===== src/rtl/ysyx_23060208_axi_pkg.sv =====
// Shared AXI4 read-channel definitions for the IFU/EXU read arbiter:
// payload layouts, field offsets, response codes, FSM encoding, watchdog default.
package ysyx_23060208_axi_pkg;

  localparam int unsigned AR_W        = 48;
  localparam int unsigned R_W         = 71;
  localparam int unsigned WD_W        = 8;
  localparam int unsigned TIMEOUT_DEF = 255;

  // AR payload field offsets (LSB positions)
  localparam int unsigned AR_ADDR_LSB = 16;
  localparam int unsigned AR_ID_LSB   = 12;
  localparam int unsigned AR_LEN_LSB  = 4;
  localparam int unsigned AR_SIZE_LSB = 1;
  localparam int unsigned AR_BURST_BIT = 0;

  // R payload field offsets (LSB positions)
  localparam int unsigned R_DATA_LSB = 7;
  localparam int unsigned R_RESP_LSB = 5;
  localparam int unsigned R_LAST_BIT = 4;
  localparam int unsigned R_ID_LSB   = 0;

  localparam logic [1:0] RESP_OKAY   = 2'b00;
  localparam logic [1:0] RESP_SLVERR = 2'b10;
  localparam logic [1:0] RESP_DECERR = 2'b11;

  typedef struct packed {
    logic [31:0] addr;
    logic [3:0]  id;
    logic [7:0]  len;
    logic [2:0]  size;
    logic        burst;  // 1 = INCR, 0 = FIXED
  } ar_t;

  typedef struct packed {
    logic [63:0] data;
    logic [1:0]  resp;
    logic        last;
    logic [3:0]  id;
  } r_t;

  typedef enum logic [1:0] {
    ST_IDLE = 2'd0,
    ST_AR   = 2'd1,
    ST_R    = 2'd2,
    ST_TERM = 2'd3
  } state_e;

endpackage


===== src/rtl/ysyx_23060208_rr_pick.sv =====
// Two-requester round-robin picker (combinational).
//   req_i[1:0]    request vector (bit 0 = m0, bit 1 = m1)
//   last_grant_i  index of the master served most recently
//   gnt_o[1:0]    one-hot grant, zero when nobody requests
module ysyx_23060208_rr_pick (
  input  logic [1:0] req_i,
  input  logic       last_grant_i,
  output logic [1:0] gnt_o
);

  // On contention the master that was not served last wins.
  always_comb begin
    gnt_o = req_i;
    if (&req_i) begin
      gnt_o = last_grant_i ? 2'b01 : 2'b10;
    end
  end

endmodule


===== src/rtl/ysyx_23060208_rd_arbiter.sv =====
// Two-master / one-slave AXI4 read-channel arbiter with one outstanding
// transaction, round-robin grant, ownership-based R routing and a watchdog
// that self-completes hung transactions with SLVERR.
//   clock, reset            clock, asynchronous active-low reset
//   m0_* / m1_*             IFU / EXU AR and R channels (slave side of arbiter)
//   s_*                     shared memory read port (master side of arbiter)
//   err_timeout, err_beats  sticky error flags (watchdog expiry, beat/rlast mismatch)
module ysyx_23060208_rd_arbiter
  import ysyx_23060208_axi_pkg::*;
#(
  parameter int unsigned TIMEOUT = TIMEOUT_DEF
) (
  input  logic            clock,
  input  logic            reset,
  input  logic            m0_arvalid,
  output logic            m0_arready,
  input  logic [AR_W-1:0] m0_ar,
  output logic            m0_rvalid,
  input  logic            m0_rready,
  output logic [R_W-1:0]  m0_r,
  input  logic            m1_arvalid,
  output logic            m1_arready,
  input  logic [AR_W-1:0] m1_ar,
  output logic            m1_rvalid,
  input  logic            m1_rready,
  output logic [R_W-1:0]  m1_r,
  output logic            s_arvalid,
  input  logic            s_arready,
  output logic [AR_W-1:0] s_ar,
  input  logic            s_rvalid,
  output logic            s_rready,
  input  logic [R_W-1:0]  s_r,
  output logic            err_timeout,
  output logic            err_beats
);

  state_e          state_q, state_d;
  logic            gnt_q, gnt_d;              // owner of the current transaction
  logic            last_grant_q, last_grant_d;
  ar_t             ar_q, ar_d;
  logic [7:0]      len_q, len_d;
  logic [8:0]      beats_q, beats_d;
  logic [WD_W-1:0] wd_q, wd_d;
  logic            err_to_q, err_to_d;
  logic            err_bt_q, err_bt_d;

  logic [1:0]      pick;
  logic            sel_rready;
  logic            wd_expired;
  r_t              term_r;

  ysyx_23060208_rr_pick u_pick (
    .req_i        ({m1_arvalid, m0_arvalid}),
    .last_grant_i (last_grant_q),
    .gnt_o        (pick)
  );

  assign sel_rready  = gnt_q ? m1_rready : m0_rready;
  assign wd_expired  = (wd_q == WD_W'(TIMEOUT));
  assign err_timeout = err_to_q;
  assign err_beats   = err_bt_q;

  // Self-generated error beat returned when the watchdog gives up.
  always_comb begin
    term_r      = '0;
    term_r.resp = RESP_SLVERR;
    term_r.last = 1'b1;
    term_r.id   = ar_q.id;
  end

  // Next-state and channel routing
  always_comb begin
    state_d      = state_q;
    gnt_d        = gnt_q;
    last_grant_d = last_grant_q;
    ar_d         = ar_q;
    len_d        = len_q;
    beats_d      = beats_q;
    wd_d         = wd_q;
    err_to_d     = err_to_q;
    err_bt_d     = err_bt_q;
    s_arvalid    = 1'b0;
    s_ar         = '0;
    s_rready     = 1'b0;
    m0_arready   = 1'b0;
    m1_arready   = 1'b0;
    m0_rvalid    = 1'b0;
    m1_rvalid    = 1'b0;
    m0_r         = '0;
    m1_r         = '0;

    unique case (state_q)
      ST_IDLE: begin
        // Stray beats with nobody owning the bus are drained and flagged.
        s_rready = s_rvalid;
        if (s_rvalid) err_bt_d = 1'b1;
        if (pick != 2'b00) begin
          gnt_d   = pick[1];
          ar_d    = pick[1] ? ar_t'(m1_ar) : ar_t'(m0_ar);
          wd_d    = '0;
          state_d = ST_AR;
        end
      end

      ST_AR: begin
        s_rready = s_rvalid;
        if (s_rvalid) err_bt_d = 1'b1;
        if (wd_expired) begin
          err_to_d = 1'b1;
          state_d  = ST_TERM;
        end else begin
          s_arvalid  = 1'b1;
          s_ar       = ar_q;
          m0_arready = !gnt_q && s_arready;
          m1_arready = gnt_q && s_arready;
          if (s_arready) begin
            len_d   = ar_q.len;
            beats_d = '0;
            wd_d    = '0;
            state_d = ST_R;
          end else begin
            wd_d = wd_q + WD_W'(1);
          end
        end
      end

      ST_R: begin
        if (wd_expired) begin
          err_to_d = 1'b1;
          state_d  = ST_TERM;
        end else begin
          s_rready = sel_rready;
          if (gnt_q) begin
            m1_rvalid = s_rvalid;
            m1_r      = s_r;
          end else begin
            m0_rvalid = s_rvalid;
            m0_r      = s_r;
          end
          if (s_rvalid && sel_rready) begin
            wd_d    = '0;
            beats_d = beats_q + 9'd1;
            if (s_r[R_LAST_BIT]) begin
              // beats_q is the zero-based index of this beat; it must equal len.
              if (beats_q != {1'b0, len_q}) err_bt_d = 1'b1;
              last_grant_d = gnt_q;
              state_d      = ST_IDLE;
            end
          end else begin
            wd_d = wd_q + WD_W'(1);
          end
        end
      end

      ST_TERM: begin
        if (gnt_q) begin
          m1_rvalid = 1'b1;
          m1_r      = term_r;
        end else begin
          m0_rvalid = 1'b1;
          m0_r      = term_r;
        end
        if (sel_rready) begin
          last_grant_d = gnt_q;
          state_d      = ST_IDLE;
        end
      end

      default: state_d = ST_IDLE;
    endcase
  end

  // State and bookkeeping registers
  always_ff @(posedge clock or negedge reset) begin
    if (!reset) begin
      state_q      <= ST_IDLE;
      gnt_q        <= 1'b0;
      last_grant_q <= 1'b1;
      ar_q         <= '0;
      len_q        <= '0;
      beats_q      <= '0;
      wd_q         <= '0;
      err_to_q     <= 1'b0;
      err_bt_q     <= 1'b0;
    end else begin
      state_q      <= state_d;
      gnt_q        <= gnt_d;
      last_grant_q <= last_grant_d;
      ar_q         <= ar_d;
      len_q        <= len_d;
      beats_q      <= beats_d;
      wd_q         <= wd_d;
      err_to_q     <= err_to_d;
      err_bt_q     <= err_bt_d;
    end
  end

endmodule


===== config.mk =====
export PLATFORM = sky130hd
export DESIGN_NAME = ysyx_23060208_rd_arbiter
export DESIGN_NICKNAME = d
export VERILOG_FILES = /design/src/rtl/ysyx_23060208_axi_pkg.sv /design/src/rtl/ysyx_23060208_rr_pick.sv /design/src/rtl/ysyx_23060208_rd_arbiter.sv
export SDC_FILE = /design/constraint.sdc
export NUM_CORES = 1
export LEC_CHECK = 0
export CAP_MARGIN = 20
export CORE_AREA = 2 2 145 147
export DETAILED_ROUTE_END_ITERATION = 7
export DIE_AREA = 0 0 147 149
export DONT_BUFFER_PORTS = 1
export SETUP_SLACK_MARGIN = 0.1
export SYNTH_ARGS = -nofsm -noshare
export SYNTH_HDL_FRONTEND = slang
export SYNTH_SLANG_ARGS = --single-unit

===== constraint.sdc =====
create_clock -name clock -period 3.4 [get_ports clock]
set_input_delay 0.34 -clock clock [delete_from_list [all_inputs] [get_ports clock]]
set_output_delay 0.34 -clock clock [all_outputs]
set_load 0.01 [all_outputs]

==> flow_metrics.py <==
metrics = {
    "cells_and_area": {
        "sequential_area_sq_um": 1978,
        "signed_area_change_from_the_synthesized_netlist_to_the_final_layout_pct": 11.40,
        "finalNonFillerCells": 878,
        "multiInputGateArea_sq_um": 3258,
        "share_of_layout_cells_above_drive_strength_1_pct": 9.060,
        "num-fill-cells": 2164,
        "number_of_nets_in_the_layout": 773,
    },
    "pwr": {
        "switching_power_uw": 2185,
        "switching_share_pct": 44.92,
        "clockPowerShare_pct": 19.4,
        "cellLeakagePower_uw": 0.002684,
        "intPower_uw": 2679,
        "worst_ir_drop_vdd_v": 0.0003206,
        "power-per-cell-area_nw_per_um2": 805.0,
        "share_comb_of_total_power_pct": 47.3,
        "share_seq_of_total_power_pct": 33.3,
    },
    "worst_setup_path": {
        "worst-r2r-cell-count": 7,
        "cp.arrival_ns": 2.70,
        "worst-setup-path-type": "reg -> out",
        "crit_path_cell_trace": "inv_1 -> ha_1 -> o21ai_0 -> nor2_4 -> buf_4 -> and2_1",
        "critical-path-top-delay-family": "simple AND/OR/NAND/NOR gates",
        "regToRegEndpoint": "wd_q[2]",
        "worst_ep_required_time_ns": 3.06,
        "cpMaxStageDelayCell": "sky130_fd_sc_hd__nor2_4",
        "cp.depth": 6,
        "setup.worst_path.end_class": "output pin",
        "r2r_slack_ns": 0.85,
        "path_buf_inv": 2,
        "max_fanout_on_critical_path": 38,
        "reg2reg_from": "state_q[0]",
        "cp_max_stage_delay_ns": 0.54,
        "worstSetupStartpointType": "flip-flop",
    },
    "cts": {
        "cts_buffer_depth": 2,
        "path_clk_slew_ns": 0.07,
        "ctsResizeCount": 0,
        "clock_tree_from_tritoncts": "yes",
        "post_cts_buffers": 0,
        "clkSinkCount": 79,
        "cts_made_buffers": 9,
        "clock_tree.htree_level_count": 3,
        "cts.root.buffer_cell": "sky130_fd_sc_hd__clkbuf_16",
        "clkLatencyLatePin_ns": 0.34,
    },
    "logic_synthesis": {
        "average_footprint_of_a_synthesized_cell_sq_um": 8.834,
        "complex_gate_fraction_of_the_synthesized_area_pct": 13.26,
        "yosys.area_share.adder_pct": 1.615,
        "synthDominantAreaCellType": "sky130_fd_sc_hd__dfrtp_1",
        "ys_dominant_reg_cell": "sky130_fd_sc_hd__dfrtp_1",
        "dominant_combinational_cell_family_by_area_after_synthesis": "simple AND/OR/NAND/NOR gates",
        "post_synth_xor_area_fraction_pct": 1.292,
        "seq_area_frac_synth_pct": 36.47,
        "synth_async_sr_flop_share_pct": 100.0,
        "yosys.area.top_type_share_pct": 35.99,
        "synth-simple-area-share_pct": 31.40,
        "cell_count_after_synthesis": 614,
        "synth.area.mux_share_pct": 11.95,
        "yosys-top-cells-area": "sky130_fd_sc_hd__dfrtp_1 (36%), sky130_fd_sc_hd__and2_1 (21%), sky130_fd_sc_hd__mux2i_1 (9.6%), sky130_fd_sc_hd__o21ai_0 (5.8%), sky130_fd_sc_hd__nand2_1 (4.0%)",
        "synth_edf_count": 0,
        "netlist_area_sq_um": 5424,
        "yosysUniqueCellTypes": 55,
        "postSynthNetCount": 796,
        "ys_ff_latch": 79,
        "ys.warnings.count": 0,
    },
    "floorplanning": {
        "num_rows": 53,
        "ios": 373,
        "die_w_microns": 147,
        "fp.dieH_microns": 149,
        "initial_cell_density_of_the_core_pct": 26.38,
        "die_area_sq_um": 21900,
        "coreArea_sq_um": 20560,
    },
    "global_route": {
        "gr-usage-all-layers_pct": 17.38,
        "largest_net_degree_at_the_start_of_global_routing": 97,
        "initial_antenna_violation_count": 7,
        "grt_pass1_wl_mm": 27.55,
        "first_global_vias": 4152,
        "grt.overflow.total": 0,
    },
    "route": {
        "drt_pre_antenna_iters": 4,
        "route.final.wire_length_mm": 20.21,
        "first_drt_iteration_drcs": 315,
        "wl_per_cell_microns": 23.01,
        "routed-via-count": 4530,
        "post-route-drc-count": 0,
        "postRouteAntennaNets": 0,
        "routed_via_density": 5.159,
    },
    "timing": {
        "finalSetupTns_ns": 0,
        "finalCriticalPeriod_ns": 3.039,
        "final.period_utilization_pct": 89.37,
        "maxSlewViolCount": 0,
        "worst_pin_slew_ns": 0.9633,
        "timing.final.setup_violations": 0,
        "report.final.hold_viol_count": 0,
        "grt_setup_unrepaired": "no",
        "timing.clock.skew_ns": 0.008052,
        "fmax_ghz": 0.3291,
        "timing.slew.headroom_pct": 35.78,
    },
    "job": {
        "timing.max_cap.violations": 0,
    },
    "min_path": {
        "worst_hold_path_type": "in -> reg",
        "whs_endpoint": "ar_q[0]",
        "whs_path_depth": 2,
        "timing.hold.worst.start": "m0_ar[0]",
    },
    "place": {
        "detailed_place_hpwl_mm": 16.39,
        "port-buffer-count": 0,
        "globalplace.congestion": 0.7998,
        "dp.cells": 853,
    },
    "run_status": {
        "status": "completed",
    },
}
cell families after synthesis:
| group | count (synthesis) |
|---|---|
| multiplexers | 63 |
| XOR/XNOR | 8 |
| buffers and inverters | 51 |
| adder cells (fa/ha/maj) | 7 |
| flip-flops | 79 |
| AND/OR/NAND/NOR | 295 |
| AO/OA/AOI/OAI | 111 |
registers in the layout, summed over array words and instances, names as in the netlist:
register,cells
ar_q,48
beats_q,9
len_q,8
wd_q,8
state_q,2
err_beats,1
err_timeout,1
gnt_q,1
last_grant_q,1
placed cells by master, fill, tap and decap left out, drive strengths merged, types with 3 or more instances in the layout:
master / n
nand4: 7
o211ai: 9
mux2i: 52
or3: 3
clkinv: 3
o21ai: 64
nor3: 7
mux2: 11
nand2: 58
and2: 180
a21oi: 3
buf: 10
clkbuf: 10
or2: 5
nor2: 6
xor2: 8
dfrtp: 78
and3: 6
a22o: 10
a21o: 10
diode: 7
inv: 7
nand3: 7
nand2b: 6
ha: 7
power by group through the flow:
stage,sequential [uW],combinational (uW),clock (uW)
final,1620,2300,944
after global placement,1630,2270,0
after floorplan,1500,1900,0
after detailed placement,1640,2310,0
after CTS,1630,2330,969
after global routing,1680,2560,1000
layout make-up:
class / count / area share [%]
repair buffers: 11 / 2.154
inverters: 6 / 0.3727
clock buffers: 10 / 3.955
well taps: 275 / 5.695
flip-flops and latches: 79 / 32.74
multi-input cells: 484 / 53.92
clock inverters: 6 / 0.8697
diodes: 7 / 0.2899
synthesized netlist by cell type, types with 4 or more instances:
| cell | count |
|---|---|
| sky130_fd_sc_hd__mux2_2 | 10 |
| sky130_fd_sc_hd__clkbuf_1 | 36 |
| sky130_fd_sc_hd__mux2i_1 | 52 |
| sky130_fd_sc_hd__or2_2 | 4 |
| sky130_fd_sc_hd__and2_1 | 179 |
| sky130_fd_sc_hd__nand3_1 | 7 |
| sky130_fd_sc_hd__a21o_1 | 10 |
| sky130_fd_sc_hd__nor2_1 | 6 |
| sky130_fd_sc_hd__nand2_1 | 58 |
| sky130_fd_sc_hd__dfrtp_1 | 78 |
| sky130_fd_sc_hd__o211ai_1 | 8 |
| sky130_fd_sc_hd__and3_1 | 4 |
| sky130_fd_sc_hd__ha_1 | 7 |
| sky130_fd_sc_hd__inv_1 | 5 |
| sky130_fd_sc_hd__xor2_1 | 8 |
| sky130_fd_sc_hd__nand4_1 | 7 |
| sky130_fd_sc_hd__nand2b_1 | 6 |
| sky130_fd_sc_hd__nor3_1 | 7 |
| sky130_fd_sc_hd__o21ai_0 | 63 |
| sky130_fd_sc_hd__a22o_1 | 9 |
metrics by stage:
| stage | hold slack, ns | power [uW] | setup WS [ns] | cell area, sq um | utilization (%) |
|---|---|---|---|---|---|
| after detailed placement | 0.04645 | 3942 | 0.7100 | 5695 | 27.71 |
| after CTS | 0.1892 | 4929 | 0.3388 | 6025 | 29.31 |
| after floorplan | 0.04441 | 3399 | 1.133 | 5424 | - |
| after global routing | 0.2044 | 5243 | 0.1731 | 6042 | 29.39 |
| after global placement | 0.04676 | 3899 | 0.8767 | 5695 | 27.71 |
| final | 0.1989 | 4864 | 0.3614 | 6042 | 29.39 |
how the worst max path moves through the flow:
stage	startpoint	to	slack, ns
2_1_floorplan	state_q[0]	wd_q[2]	1.13
3_3_place_gp	state_q[0]	m0_r[51]	0.88
3_5_place_dp	state_q[0]	m0_r[63]	0.71
4_1_cts	state_q[0]	m0_r[63]	0.34
5_1_grt	state_q[0]	m0_r[61]	0.17
6_report	state_q[0]	m0_r[63]	0.36
worst register-to-register path, stage by stage (launching register included):
cell and delay [ns]:
sky130_fd_sc_hd__dfrtp_1 0.42, sky130_fd_sc_hd__inv_1 0.13, sky130_fd_sc_hd__ha_1 0.38, sky130_fd_sc_hd__clkinv_1 0.11
sky130_fd_sc_hd__buf_4 0.18, sky130_fd_sc_hd__o211a_1 0.24, sky130_fd_sc_hd__or4b_1 0.72, sky130_fd_sc_hd__o311ai_4 0.28
metal layers:
metal  wire (microns)  share of wire [%]  global-route usage, %  up-vias
li1                 -                  -                      -     2043
met4              518                2.6                  7.500        6
met1             7581                 38                  19.80     2146
met3             1614                8.0                  4.006       35
met5               37               0.18                      0        -
met2            10450                 52                  31.29      300
timing repair:
item                                    4_1_cts  5_1_grt
hold endpoints to repair                     79        0
hold buffers                                  2        0
endpoints found under the setup margin        0        0
Note: power is estimated with default switching activity, not from simulation.
